===== src/rtl/mul_wb_queue.sv =====
// mul_wb_queue
// Writeback collector that sits after the 5-stage multiplier. It buffers
// multiplier results in a small FIFO and writes them into the shared
// register-file port in cycles where the main pipeline leaves that port idle.
//
// Ports:
//   clk, reset        clock (rising edge), asynchronous active-low reset
//   mul_issue_i       multiply accepted into multiplier stage 1 (takes a credit)
//   issue_ready_o     a credit is available for another multiply
//   mul_valid_i       multiplier result valid (returns a credit)
//   mul_res_i         64-bit multiplier result
//   mul_rd_addr_i     destination register
//   mul_rd_wr_en_i    destination write enable
//   wb_port_busy_i    main pipeline owns the register-file write port this cycle
//   wb_valid_o        queue writes the register file this cycle
//   wb_rd_addr_o      write address (head entry, 0 when empty)
//   wb_data_o         write data (head entry, 0 when empty)
//   hold_main_o       asks the main pipeline to free the write port next cycle
//   hz_rs1_i/hz_rs2_i source registers to check against pending writes
//   hazard_o          a queued or incoming entry targets hz_rs1_i/hz_rs2_i
//   overflow_err_o    sticky: a result arrived while the FIFO was full
module mul_wb_queue #(
  parameter int DEPTH        = 4,
  parameter int STARVE_LIMIT = 8
) (
  input  logic        clk,
  input  logic        reset,
  input  logic        mul_issue_i,
  output logic        issue_ready_o,
  input  logic        mul_valid_i,
  input  logic [63:0] mul_res_i,
  input  logic [4:0]  mul_rd_addr_i,
  input  logic        mul_rd_wr_en_i,
  input  logic        wb_port_busy_i,
  output logic        wb_valid_o,
  output logic [4:0]  wb_rd_addr_o,
  output logic [63:0] wb_data_o,
  output logic        hold_main_o,
  input  logic [4:0]  hz_rs1_i,
  input  logic [4:0]  hz_rs2_i,
  output logic        hazard_o,
  output logic        overflow_err_o
);

  localparam int PW = (DEPTH > 1) ? $clog2(DEPTH) : 1;
  localparam int CW = $clog2(DEPTH + 1);
  localparam int SW = $clog2(STARVE_LIMIT + 1);

  localparam logic [CW-1:0] OCC_FULL   = CW'(DEPTH);
  localparam logic [CW:0]   CREDIT_LIM = (CW+1)'(DEPTH);
  localparam logic [SW-1:0] STARVE_MAX = SW'(STARVE_LIMIT);
  localparam logic [SW-1:0] STARVE_TH  = SW'(STARVE_LIMIT - 1);

  logic [PW-1:0] r_wr_ptr;
  logic [PW-1:0] r_rd_ptr;
  logic [CW-1:0] r_occ;
  logic [CW-1:0] r_inflight;
  logic [SW-1:0] r_starve;
  logic          r_hold;
  logic          r_overflow;
  logic [DEPTH-1:0] r_vld;
  logic [4:0]    r_addr [DEPTH];
  logic [63:0]   r_data [DEPTH];

  logic          w_empty;
  logic          w_full;
  logic          w_enq_req;
  logic          w_pop;
  logic          w_enq;
  logic          w_ovf;
  logic [CW:0]   w_credit_sum;
  logic [CW-1:0] w_occ_nxt;
  logic [SW-1:0] w_starve_nxt;
  logic          w_hold_nxt;
  logic          w_hazard;

  function automatic logic f_hit(input logic [4:0] a, input logic [4:0] rs1,
                                 input logic [4:0] rs2);
    f_hit = ((rs1 != 5'd0) && (a == rs1)) || ((rs2 != 5'd0) && (a == rs2));
  endfunction

  assign w_empty   = (r_occ == '0);
  assign w_full    = (r_occ == OCC_FULL);
  // Results without a real destination are dropped but still return a credit.
  assign w_enq_req = mul_valid_i && mul_rd_wr_en_i && (mul_rd_addr_i != 5'd0);
  assign w_pop     = !w_empty && !wb_port_busy_i;
  // A full FIFO still accepts when the head leaves in the same cycle.
  assign w_enq     = w_enq_req && (!w_full || w_pop);
  assign w_ovf     = w_enq_req && w_full && !w_pop;

  // Credits count both buffered entries and multiplies still in the pipe.
  assign w_credit_sum  = {1'b0, r_occ} + {1'b0, r_inflight};
  assign issue_ready_o = (w_credit_sum < CREDIT_LIM);

  assign wb_valid_o     = w_pop;
  assign wb_rd_addr_o   = w_empty ? 5'd0  : r_addr[r_rd_ptr];
  assign wb_data_o      = w_empty ? 64'd0 : r_data[r_rd_ptr];
  assign hold_main_o    = r_hold;
  assign hazard_o       = w_hazard;
  assign overflow_err_o = r_overflow;

  always_comb begin
    w_occ_nxt = r_occ;
    if (w_enq && !w_pop) begin
      w_occ_nxt = r_occ + CW'(1);
    end else if (!w_enq && w_pop) begin
      w_occ_nxt = r_occ - CW'(1);
    end
  end

  // The starve counter tracks consecutive blocked cycles; hold is evaluated
  // on the next-state values so it lines up with the counter it depends on.
  always_comb begin
    w_starve_nxt = r_starve;
    if (w_empty || w_pop) begin
      w_starve_nxt = '0;
    end else if (wb_port_busy_i && (r_starve != STARVE_MAX)) begin
      w_starve_nxt = r_starve + SW'(1);
    end
    w_hold_nxt = (w_occ_nxt != '0) && (w_starve_nxt >= STARVE_TH);
  end

  // The incoming result counts as pending as soon as it will be enqueued.
  always_comb begin
    w_hazard = w_enq && f_hit(mul_rd_addr_i, hz_rs1_i, hz_rs2_i);
    for (int i = 0; i < DEPTH; i++) begin
      if (r_vld[i] && f_hit(r_addr[i], hz_rs1_i, hz_rs2_i)) begin
        w_hazard = 1'b1;
      end
    end
  end

  always_ff @(posedge clk or negedge reset) begin
    if (!reset) begin
      r_wr_ptr   <= '0;
      r_rd_ptr   <= '0;
      r_occ      <= '0;
      r_inflight <= '0;
      r_starve   <= '0;
      r_hold     <= 1'b0;
      r_overflow <= 1'b0;
      r_vld      <= '0;
    end else begin
      r_occ    <= w_occ_nxt;
      r_starve <= w_starve_nxt;
      r_hold   <= w_hold_nxt;
      if (w_ovf) begin
        r_overflow <= 1'b1;
      end
      if (w_pop) begin
        r_vld[r_rd_ptr] <= 1'b0;
        r_rd_ptr        <= r_rd_ptr + PW'(1);
      end
      // Set after clear: on full-with-pop the write and read slots coincide.
      if (w_enq) begin
        r_vld[r_wr_ptr] <= 1'b1;
        r_wr_ptr        <= r_wr_ptr + PW'(1);
      end
      // Saturating so a stray valid or issue cannot wrap the credit count.
      if (mul_issue_i && !mul_valid_i && (r_inflight != OCC_FULL)) begin
        r_inflight <= r_inflight + CW'(1);
      end else if (mul_valid_i && !mul_issue_i && (r_inflight != '0)) begin
        r_inflight <= r_inflight - CW'(1);
      end
    end
  end

  // Payload storage needs no reset; entries are qualified by occupancy.
  always_ff @(posedge clk) begin
    if (w_enq) begin
      r_addr[r_wr_ptr] <= mul_rd_addr_i;
      r_data[r_wr_ptr] <= mul_res_i;
    end
  end

endmodule


===== config.mk =====
export PLATFORM = sky130hd
export DESIGN_NAME = mul_wb_queue
export DESIGN_NICKNAME = d
export VERILOG_FILES = /design/src/rtl/mul_wb_queue.sv
export SDC_FILE = /design/constraint.sdc
export NUM_CORES = 1
export LEC_CHECK = 0
export CAP_MARGIN = 20
export CORE_UTILIZATION = 45
export CTS_CLUSTER_SIZE = 25
export DETAILED_ROUTE_END_ITERATION = 7
export GPL_TIMING_DRIVEN = 0
export HOLD_SLACK_MARGIN = 0.12
export PLACE_DENSITY = 0.67
export SETUP_SLACK_MARGIN = 0.1
export SYNTH_ARGS = -nofsm -noshare
export SYNTH_HDL_FRONTEND = slang
export SYNTH_SLANG_ARGS = --single-unit

===== constraint.sdc =====
create_clock -name clk -period 8.3 [get_ports clk]
set_input_delay 1.66 -clock clk [delete_from_list [all_inputs] [get_ports clk]]
set_output_delay 1.66 -clock clk [all_outputs]
set_load 0.1 [all_outputs]

==> out/metrics.cfg <==
[clock_tree]
cts_hold_buf = 0
cts-buffers-inserted = 31
path_clk_slew_ns = 0.06
clockBufferDepth = 3
h-tree-depth = 1
cts_tree = built
clk_latency_ns = 0.53
cts.sinks = 296
clockRootBuffer = clkbuf_16
ctsResizeCount = 0
postCtsSetupBuffers = 0

[synthesis]
synth_cell_types = 43
synth-main-ff-cell = edfxtp_1
syn_nets = 768
ys_top_cells_by_area = edfxtp_1, mux4_2, dfrtp_1
synthesis.area_um2 = 12300
synth_seq_cells = 296
async_reset_ff_share_pct = 6.76
ys_seq_area_share_pct = 71.2
synthMuxAreaShare_pct = 12.8
synth_edf_count = 276
ys_warn_count = 0
synth_xor_area_share_pct = 3.91
syn_avg_cell_area_um2 = 18.5
synth_fa_ha_area_share_pct = 1.68
synth.largest_area_cell = edfxtp_1
syn_inst = 667
yosys.area_share.simple_pct = 6.32
yosysTopAreaCellShare_pct = 67.2
synth_top_family_by_area = multiplexers
synth_compound_area_share_pct = 2.51

[cells_and_area]
final_nets = 952
fillCellCount = 2019
final_common_cell = edfxtp_1
stdcell_area_um2 = 15300
post-route-util_pct = 56.8
drive_gt1_share_pct = 14.7
antenna_cells = 0
final_cell_mix = edfxtp_1, clkdlybuf4s50_1, nor2b_1, mux4_2, clkbuf_1
area_growth_pct = 24.1

[min_path]
hold_depth = 1
hp-start = overflow_err_o$_DFFE_PN0P_
hold_class = flop to flop
holdPathEnd = overflow_err_o$_DFFE_PN0P_

[status]
outcome = finished, final reports clean

[route]
drcViolationCount = 0
wirelength_um = 25600
drtAntennaViolNets = 0
routedWlPerCell_um = 21.1
vias_per_cell = 5.49
drtPass1Iterations = 6
num_vias = 6652
drtIter0Drc = 337

[placement]
dpl.hpwl_um = 16200
gp_congestion = 0.911
dpl-instance-area_um2 = 14300
portBuffers = 147

[timing]
clock.fmax_ghz = 0.153
worst_slew_pin_slew_ns = 1.08
setup_viol_count_final = 0
fin_skew_ns = 0.00814
max-slew-margin-rel_pct = 27.8
hold_violations = 0
finalCritPeriodShare_pct = 78.7
slew_violations = 0
fin_tns_setup_ns = 0
fin_crit_ns = 6.53
rsz0062_at_grt = false

[worst_setup_path]
reg2reg_from = r_occ[1]$_DFF_PN0_
crit_type = input port to primary output
rrSetupSlack_ns = 5.20
crit_fanout = 8
worstReg2RegEnd = r_data[1][35]$_DFFE_PP_
endpoint_kind = primary output
required_ns = 6.64
reg2reg_depth = 6
crit_path_start_kind = input port
arrival_ns = 4.87

[die]
coreArea_um2 = 27000
dieArea_um2 = 28100
io_pins = 159
die_w_um = 168
initial_core_util_pct = 45.8
fp.dieH_um = 168
rows = 60

[grt]
grt_pass1_wl_um = 39700
grt_usage_pct = 18.3
grt_pass1_vias = 7320
antenna_found_initial = 0
grt-ovfl-total = 0
grt_max_degree = 57

[run]
cap_violations = 0

==> per-stage QoR <==
| step | hold slack (ns) | cells | setup WS, ns |
|---|---|---|---|
| after CTS | 0.488 | 1212 | 1.79 |
| after global placement | 0.473 | 1155 | 1.51 |
| after detailed placement | 0.467 | 1159 | 1.79 |
| after floorplan | 0.443 | 667 | 2.88 |
| after global routing | 0.510 | 1212 | 1.58 |
| final | 0.485 | 1212 | 1.77 |
==> cell usage after synthesis, types with 2 or more instances <==
master    count
buf_2         7
and2_1        4
a31oi_1       2
nor4_1        7
or4_1         2
nand4_1       3
dfrtp_1      20
nor2b_1      72
inv_1        10
xor2_1       13
o22ai_1       5
nand2b_1      2
nand3_1      12
o21ai_0       9
a21oi_1       7
a21o_1        6
edfxtp_1    276
nand2_1      13
ha_1         15
mux4_2       69
o211ai_1      5
clkbuf_1     31
o221ai_1      2
nor2_1       15
xnor2_1      42
==> metal layers <==
| metal | share of wire [%] | wire length (um) | global-route usage [%] |
|---|---|---|---|
| met4 | 2.2 | 571 | 4.99 |
| met3 | 5.5 | 1420 | 3.66 |
| met5 | 0 | 0 | 0 |
| met2 | 50 | 12900 | 31.9 |
| met1 | 42 | 10700 | 23.5 |
==> cell type report <==
cell class / instances / area, um^2 / area share [%]
Tap cell: 341 / 427 / 2.79
Clock buffer: 45 / 848 / 5.54
Multi-Input combinational cell: 323 / 3370 / 22.0
Inverter: 10 / 37.5 / 0.245
Buffer: 38 / 151 / 0.989
Clock inverter: 8 / 114 / 0.744
Sequential cell: 296 / 8790 / 57.4
Timing Repair Buffer: 151 / 1570 / 10.3
==> cells by family after synthesis <==
family	Yosys count
flip-flops	296
AND/OR/NAND/NOR	136
multiplexers	71
XOR/XNOR	55
buffers and inverters	48
AO/OA/AOI/OAI	45
adder cells (fa/ha/maj)	16
==> critical path: stages <==
cell,delay [ns]
clkdlybuf4s50_1,0.56
or4_4,0.63
o211ai_1,0.33
a31oi_1,0.24
a22oi_1,0.28
nand4_1,0.16
clkdlybuf4s50_1,1.00
==> worst max-delay path by stage <==
stage                                 from                 endpoint  slack [ns]  cells past startpoint
after floorplan                hz_rs1_i[1]                 hazard_o        2.88                      6
after global placement    mul_rd_addr_i[4]  r_data[1][30]$_DFFE_PP_        1.51                      5
after detailed placement  mul_rd_addr_i[4]                 hazard_o        1.79                      7
after CTS                 mul_rd_addr_i[1]                 hazard_o        1.79                      7
after global routing      mul_rd_addr_i[4]                 hazard_o        1.58                      7
final                     mul_rd_addr_i[1]                 hazard_o        1.77                      7
==> state kept, by name (all words and copies together) (netlist names) <==
signal,count
r_data,256
r_addr,20
r_starve,4
r_vld,4
r_inflight,3
r_occ,3
r_rd_ptr,2
r_wr_ptr,2
hold_main_o,1
overflow_err_o,1
Power is not shown: default switching activity piles up to over one toggle a cycle in this logic, so the estimate is an artifact.
